## config.mk

```make
export PLATFORM = sky130hd
export DESIGN_NAME = grf_wb_arbiter
export DESIGN_NICKNAME = d
export VERILOG_FILES = /design/src/rtl/grf_wb_arbiter.sv
export SDC_FILE = /design/constraint.sdc
export NUM_CORES = 1
export LEC_CHECK = 0
export CAP_MARGIN = 20
export CORE_UTILIZATION = 45
export CTS_CLUSTER_SIZE = 8
export DETAILED_ROUTE_END_ITERATION = 8
export MAX_ROUTING_LAYER = met4
export PLACE_DENSITY = 0.74
export SYNTH_ARGS = -nofsm -noshare
export SYNTH_HDL_FRONTEND = slang
export SYNTH_SLANG_ARGS = --single-unit
```

## constraint.sdc

```tcl
create_clock -name clk -period 13.5 [get_ports clk]
set_clock_uncertainty 0.05 [all_clocks]
set_input_delay 2.025 -clock clk [delete_from_list [all_inputs] [get_ports clk]]
set_output_delay 2.025 -clock clk [all_outputs]
set_load 0.05 [all_outputs]
```

## src/rtl/grf_wb_arbiter.sv

```systemverilog
// GRF write-port arbiter: W stage has priority, MD results queue and drain on idle W cycles.
// Optional trace output is enabled by defining GRF_WB_TRACE_EN.
module grf_wb_arbiter #(
    parameter int unsigned DEPTH    = 2,
    parameter int unsigned MAX_WAIT = 4
) (
    input  logic        clk,
    input  logic        reset,
    input  logic        w_we,
    input  logic [4:0]  w_a3,
    input  logic [31:0] w_wd,
    input  logic [31:0] w_pc,
    output logic        w_hold,
    input  logic        md_valid,
    output logic        md_ready,
    input  logic [4:0]  md_a3,
    input  logic [31:0] md_wd,
    input  logic [31:0] md_pc,
    input  logic [4:0]  q_a1,
    input  logic [4:0]  q_a2,
    output logic        q_busy,
    output logic        grf_we,
    output logic [4:0]  grf_a3,
    output logic [31:0] grf_wd,
    output logic [31:0] grf_pc
);
    localparam int unsigned CW = $clog2(DEPTH) + 1;
    localparam int unsigned IW = $clog2(DEPTH);
    localparam int unsigned WW = (MAX_WAIT < 1) ? 1 : $clog2(MAX_WAIT + 1);
    localparam logic [WW-1:0] WAIT_MAX = WW'(MAX_WAIT);

    logic [4:0]    r_q_a3 [DEPTH];
    logic [31:0]   r_q_wd [DEPTH];
    logic [31:0]   r_q_pc [DEPTH];
    logic [CW-1:0] r_count;
    logic [WW-1:0] r_wait;
    logic          r_grf_we;
    logic [4:0]    r_grf_a3;
    logic [31:0]   r_grf_wd;
    logic [31:0]   r_grf_pc;

    logic          w_w_req;
    logic          w_nonempty;
    logic          w_force;
    logic          w_pop;
    logic          w_grant_w;
    logic          w_enq;
    logic          w_q1_ok;
    logic          w_q2_ok;
    logic [DEPTH-1:0] w_kill;
    logic [4:0]    w_n_a3 [DEPTH];
    logic [31:0]   w_n_wd [DEPTH];
    logic [31:0]   w_n_pc [DEPTH];
    logic [CW-1:0] w_n_count;

    assign w_w_req    = w_we && (w_a3 != 5'd0);
    assign w_nonempty = (r_count != '0);
    assign w_force    = w_nonempty && (r_wait == WAIT_MAX);
    assign w_pop      = w_nonempty && (w_force || !w_w_req);
    assign w_grant_w  = w_w_req && !w_force;
    assign w_hold     = w_force && w_w_req;
    assign md_ready   = (r_count < CW'(DEPTH));
    assign w_enq      = md_valid && md_ready && (md_a3 != 5'd0);
    assign w_q1_ok    = (q_a1 != 5'd0);
    assign w_q2_ok    = (q_a2 != 5'd0);

    assign grf_we = r_grf_we;
    assign grf_a3 = r_grf_a3;
    assign grf_wd = r_grf_wd;
    assign grf_pc = r_grf_pc;

    // A granted W write supersedes any older queued result for the same register.
    always_comb begin
        w_kill = '0;
        for (int unsigned i = 0; i < DEPTH; i++)
            w_kill[i] = w_grant_w && (i < 32'(r_count)) && (r_q_a3[i] == w_a3);
    end

    // Queue kept compacted at index 0 so pops and kills both preserve order.
    always_comb begin
        int unsigned k;
        k      = 0;
        w_n_a3 = r_q_a3;
        w_n_wd = r_q_wd;
        w_n_pc = r_q_pc;
        for (int unsigned i = 0; i < DEPTH; i++) begin
            if ((i < 32'(r_count)) && !(w_pop && (i == 0)) && !w_kill[i]) begin
                w_n_a3[IW'(k)] = r_q_a3[i];
                w_n_wd[IW'(k)] = r_q_wd[i];
                w_n_pc[IW'(k)] = r_q_pc[i];
                k = k + 1;
            end
        end
        if (w_enq) begin
            w_n_a3[IW'(k)] = md_a3;
            w_n_wd[IW'(k)] = md_wd;
            w_n_pc[IW'(k)] = md_pc;
            k = k + 1;
        end
        w_n_count = CW'(k);
    end

    always_comb begin
        q_busy = 1'b0;
        for (int unsigned i = 0; i < DEPTH; i++) begin
            if ((i < 32'(r_count)) &&
                ((w_q1_ok && (r_q_a3[i] == q_a1)) || (w_q2_ok && (r_q_a3[i] == q_a2))))
                q_busy = 1'b1;
        end
        if (w_enq && ((w_q1_ok && (md_a3 == q_a1)) || (w_q2_ok && (md_a3 == q_a2))))
            q_busy = 1'b1;
        if (r_grf_we && ((w_q1_ok && (r_grf_a3 == q_a1)) || (w_q2_ok && (r_grf_a3 == q_a2))))
            q_busy = 1'b1;
    end

    always_ff @(posedge clk or posedge reset) begin
        if (reset) begin
            r_count  <= '0;
            r_wait   <= '0;
            r_grf_we <= 1'b0;
            r_grf_a3 <= '0;
            r_grf_wd <= '0;
            r_grf_pc <= '0;
            for (int unsigned i = 0; i < DEPTH; i++) begin
                r_q_a3[i] <= '0;
                r_q_wd[i] <= '0;
                r_q_pc[i] <= '0;
            end
        end else begin
            r_count <= w_n_count;
            r_q_a3  <= w_n_a3;
            r_q_wd  <= w_n_wd;
            r_q_pc  <= w_n_pc;
            if (!w_nonempty || w_pop || w_kill[0])
                r_wait <= '0;
            else if (r_wait != WAIT_MAX)
                r_wait <= r_wait + 1'b1;
            if (w_grant_w) begin
                r_grf_we <= 1'b1;
                r_grf_a3 <= w_a3;
                r_grf_wd <= w_wd;
                r_grf_pc <= w_pc;
            end else if (w_pop) begin
                r_grf_we <= 1'b1;
                r_grf_a3 <= r_q_a3[0];
                r_grf_wd <= r_q_wd[0];
                r_grf_pc <= r_q_pc[0];
            end else begin
                r_grf_we <= 1'b0;
            end
        end
    end

`ifdef GRF_WB_TRACE_EN
    always @(posedge clk) begin
        if (!reset && r_grf_we && (r_grf_a3 != 5'd0))
            $display("%d@%h: $%d <= %h", $time, r_grf_pc, r_grf_a3, r_grf_wd);
        for (int unsigned i = 0; i < DEPTH; i++)
            if (!reset && w_kill[i])
                $display("%d@%h: WAW kill $%d", $time, r_q_pc[i], r_q_a3[i]);
    end
`else
    // Trace disabled: no simulation output.
`endif

endmodule
```

; ---- After elaboration in Yosys (flattened, before gate mapping)
; Index checks and enable logic that the tools add are counted.
[op_classes]
n_lt_le_gt_ge = 7
reduce_logical = 48
n_eq_ne = 12
n_bitwise = 2
mux = 37
n_addsub = 3
[ops]
columns = cell, count
row1 = $bwmux W64, 4
row2 = $mux W64, 4
row3 = $mux W32, 6
row4 = $demux W32 S1, 2
row5 = $eq A5 B5 Y1, 10
row6 = $logic_and A1 B1 Y1, 28
row7 = $bwmux W10, 2
row8 = $mux W10, 2
row9 = $mux W5, 4
row10 = $reduce_bool A5 Y1, 4
row11 = $demux W5 S1, 2
row12 = $logic_or A1 B1 Y1, 7
row13 = $mux W1, 7
row14 = $logic_not A1 Y1, 6
row15 = $mux W3, 2
row16 = $reduce_bool A2 Y1, 3
row17 = $ge A2 B2 Y1 const B, 2
row18 = $lt A1 B2 Y1 const A, 2
row19 = $lt A2 B1 Y1 const B, 2
row20 = $mux W2, 2
row21 = $not A1 Y2, 2
row22 = $add A3 B1 Y3 const B, 1
row23 = $eq A3 B3 Y1 const B, 1
row24 = $ne A3 B3 Y1 const B, 1
row25 = 3 further kinds, 3
[totals]
regBits = 213

; ---- Logic depth before layout (Yosys ltp)
[logic_depth]
depth_word = 18
depth_mapped = 14

; ---- Least setup slack after synthesis
; OpenSTA, ideal clock, no wires.
[synth_path]
path_type = input -> output
startpoint = input q_a2[0]
endpoint = output q_busy
slack_ns = 7.725
n_path_buf = 1
cell_stages = 6
t_arrival_ns = 3.700
required_ns = 11.425
cell_sequence = clkbuf_1 > xnor2_1 > o211ai_1 > nor4_1 > nor3_1 > o2111ai_1
[synth_between]
elab_chain_cells = 8
[synth_rtl]
columns = element, line_no
row1 = "start, declared", 20  ; input logic [4:0] q_a2,
row2 = $eq A5 B5 Y1 / $reduce_bool A5 Y1 (equally long branches), "107, 65"
row3 = $logic_and A1 B1 Y1, 107  ; ((w_q1_ok && (r_q_a3[i] == q_a1)) || (w_q2_ok && (r_q_a3[i] == q_a2))))
row4 = $logic_or A1 B1 Y1, 107
row5 = $logic_and A1 B1 Y1, 106  ; if ((i < 32'(r_count)) &&
row6 = $mux W1 (2 in series), 106
row7 = $mux W1, 110  ; if (w_enq && ((w_q1_ok && (md_a3 == q_a1)) || (w_q2_ok && (md_a3 == q_a2))))
row8 = $mux W1 (*), 112  ; if (r_grf_we && ((w_q1_ok && (r_grf_a3 == q_a1)) || (w_q2_ok && (r_grf_a3 == q_a2))))
row9 = "end, declared", 21  ; output logic q_busy,
; Mark *: on every way between the ends. The rest lies on a longest branch, timed or not.

; ---- Worst setup path in the final report
[layout_path]
startpoint = input md_a3[0]
endpoint = output q_busy
[layout_between]
elab_chain_cells = 6
[layout_rtl]
columns = element, line_no
row1 = "start, declared", 16  ; input logic [4:0] md_a3,
row2 = $eq A5 B5 Y1, 110
row3 = $logic_and A1 B1 Y1, 110
row4 = $logic_or A1 B1 Y1, 110
row5 = $logic_and A1 B1 Y1 (*), 110
row6 = $mux W1 (*), 110
row7 = $mux W1 (*), 112
; Marked as above.

==> impl_metrics.ini <==
[yosys]
post_synth_xor_area_fraction_pct = 4.78
postSynthNetCount = 924
netlist_top_cells_area = dfrtp_1 57%, a222oi_1 7.4%, o221a_2 7.1%
synth_cell_type_count = 36
ys_top_cells_by_count = 213 x dfrtp_1, 77 x inv_1, 69 x a222oi_1, 69 x or3_1
synthesis.yosys.warnings = 0
netlist_instances = 767
synthesis.area_per_instance_um2 = 12.2
compound_gate_fraction_of_synth_area_pct = 23.6
leading_cell_type_by_number_of_instances_after_synthesis = dfrtp_1
synth_edf_count = 0
synth_top_family_by_area = compound AO/OA/AOI/OAI gates
ys_seq_area_share_pct = 57.0
synthArstFlopShare_pct = 100
synthFlopType = dfrtp_1
synth_fa_ha_area_share_pct = 0.669
yosys_top_cell_area_share_pct = 57.0
postSynthRegisterBits = 213
synth_area_leader_cell = dfrtp_1
synth_simple_gate_area_share_pct = 6.84
post_synth_mux_area_share_pct = 0
synth.cell_area_mm2 = 0.00935

[cts]
cts_resized = 0
clk_lat_worst_skew_ps = 550
numClockSinks = 213
cts_buffer_depth = 3
clk_pin_slew_ps = 50
tritoncts.num_buffers = 30
postCtsSetupRepairBufs = 0
clock_tree_from_tritoncts = yes
clockRootBuffer = clkbuf_16
number_of_buffers_inserted_by_hold_repair_at_cts = 0
htree_levels = 1

[finish]
design.final.nets = 1103
areaGrowthSynthToFinish_pct = 33.6
drive_above_1_share_pct = 12.2
final_core_utilization_pct = 61.6

[die]
fp-row-count = 52
chipHeight_um = 146
dieArea_mm2 = 0.0214
chipWidth_um = 146
floorplan.initialDensity_pct = 46.1
core_area_mm2 = 0.0203
num_io_pins = 225

[place]
finalWeightedCongestion = 0.909
io_buffers = 224
detailedPlacementHpwl_mm = 15.6

[worst_hold_path]
min-delay-path-class = register to register

[grt]
globalRoute.totalOverflow = 0
first_global_vias = 7496
global_routing_usage_summed_across_all_routing_layers_pct = 24.5
initial_antenna_violation_count = 1
grt_max_degree = 131
grt_pass1_wl_mm = 41.0

[timing]
fin_crit_ps = 7070
finalCritPeriodShare_pct = 52.4
maxSlewHeadroom_pct = 38.1
hold_viol_final = 0
finalSetupViolCount = 0
fmax_mhz = 141
finalMaxSlewViolations = 0
worst_pin_slew_ps = 926
setup-tns-final_ps = 0
rsz0062_at_grt = false

[drt]
drcViolationCount = 0
iteration_0_drc_markers = 672
dr_total_vias = 7262
vias_per_cell = 5.97
drt_pass1_iterations = 6
ant_nets = 0
routed_wirelength_mm = 25.5
routed_length_per_instance_um = 21.0

[setup_path]
timing.setup.critical_path_class = primary input to output port
timing.critical_path.cells = clkdlybuf4s50_1 > or4_4 > o21ai_4 > buf_4 > inv_1 > o21ai_0 > o2111ai_1 > clkdlybuf4s50_1
worstSetupStartpointType = primary input
cp_bufs_invs = 4
slowest_stage_cell_crit_path = clkdlybuf4s50_1
cp_top_family = buffers and inverters
worst-endpoint-required_ps = 11430
most_frequent_cell_on_the_critical_path = clkdlybuf4s50_1
crit_path_end_kind = output port
critPathArrivalTime_ps = 4990
cp_max_fo = 73
cpPeakStageDelay_ps = 730

[power_and_ir_drop]
power.density_mw_per_mm2 = 257
leakage_nw = 5.41
worst_ir_drop_vdd_mv = 0.140

[flow_run]
cap_violations = 0

[status]
outcome = finished clean
==> stage by stage <==
step | std cells | setup slack, ps | hold slack (ps) | total power, mW | area, µm²
2_1_floorplan | 767 | 5600 | 380 | 2.12 | 9350
3_3_place_gp | 1182 | 6400 | 397 | 2.54 | 11700
3_5_place_dp | 1182 | 6400 | 405 | 2.57 | 11700
4_1_cts | 1214 | 6400 | 412 | 3.22 | 12400
5_1_grt | 1217 | 6280 | 441 | 3.37 | 12500
6_report | 1217 | 6430 | 414 | 3.21 | 12500
==> metal layers <==
layer / routed length (µm) / up-vias / share of wire (%) / track usage (%)
met5: 0 / - / 0 / -
met2: 11700 / 286 / 46 / 36.8
met4: 627 / 0 / 2.5 / 7.29
met1: 11400 / 3640 / 45 / 33.9
met3: 1820 / 46 / 7.1 / 4.59
li1: - / 3290 / - / -
==> final timing paths <==
path | from | endpoint | slack [ps] | depth (start not counted)
hold reg to reg | r_wait[0] | r_wait[0] | 410 | 1
min in group asynchronous | reset | r_q_wd[5] | 2010 | 2
setup / recovery | md_a3[0] | q_busy | 6430 | 8
setup reg to reg | r_q_a3[9] | r_q_a3[0] | 9840 | 9
hold / removal | r_wait[0] | r_wait[0] | 410 | 1
max in group asynchronous | reset | r_q_wd[41] | 10180 | 4
==> layout make-up <==
class | count | area (µm²)
antenna | 1 | 2.50
clock buffer | 30 | 751
clock inverter | 2 | 21.3
fill | 1613 | 7800
inverter | 78 | 300
multi-input combinational | 388 | 3390
sequential | 213 | 5330
tap | 270 | 338
timing repair buffer | 235 | 2360
==> cells by family (layout without fill, tap and decap cells) <==
group                    after synthesis  in the layout
AO/OA/AOI/OAI                        225            225
XOR/XNOR                              51             51
adder cells (fa/ha/maj)                5              5
buffers and inverters                166            345
flip-flops                           213            213
other                                  0              1
AND/OR/NAND/NOR                      107            107
==> worst reg2reg max path, delay by kind of cell (launching register included) <==
kind            cells  cell delay, ps
fa+ha+maj           2             710
compound gates      1             230
xor+xnor            1             160
simple gates        4            1400
flops               1             510
buf+inv             1             550
==> power breakdown <==
part           internal (mW)  switching [mW]  total [mW]
Clock                  0.386           0.255       0.641
Sequential             0.931           0.220        1.15
Combinational          0.599           0.820        1.42
Total                   1.92            1.30        3.21
==> state kept, by name, indices dropped and copies added, names as in the netlist <==
name and count:
grf_a3 5, r_q_wd 64, grf_wd 32, r_count 2, r_q_pc 64, grf_pc 32
r_q_a3 10, r_wait 3, grf_we 1
==> layout by cell type (no fill, tap or decap), drive strengths merged, types with 11 or more instances in the layout <==
master	Yosys	layout
buf	21	11
or3	69	69
a22o	67	67
inv	77	78
a222oi	69	69
clkbuf	67	30
o221a	69	69
xnor2	31	31
xor2	20	20
clkdlybuf4s50	0	224
dfrtp	213	213
Note: power is estimated with default switching activity, not from simulation.
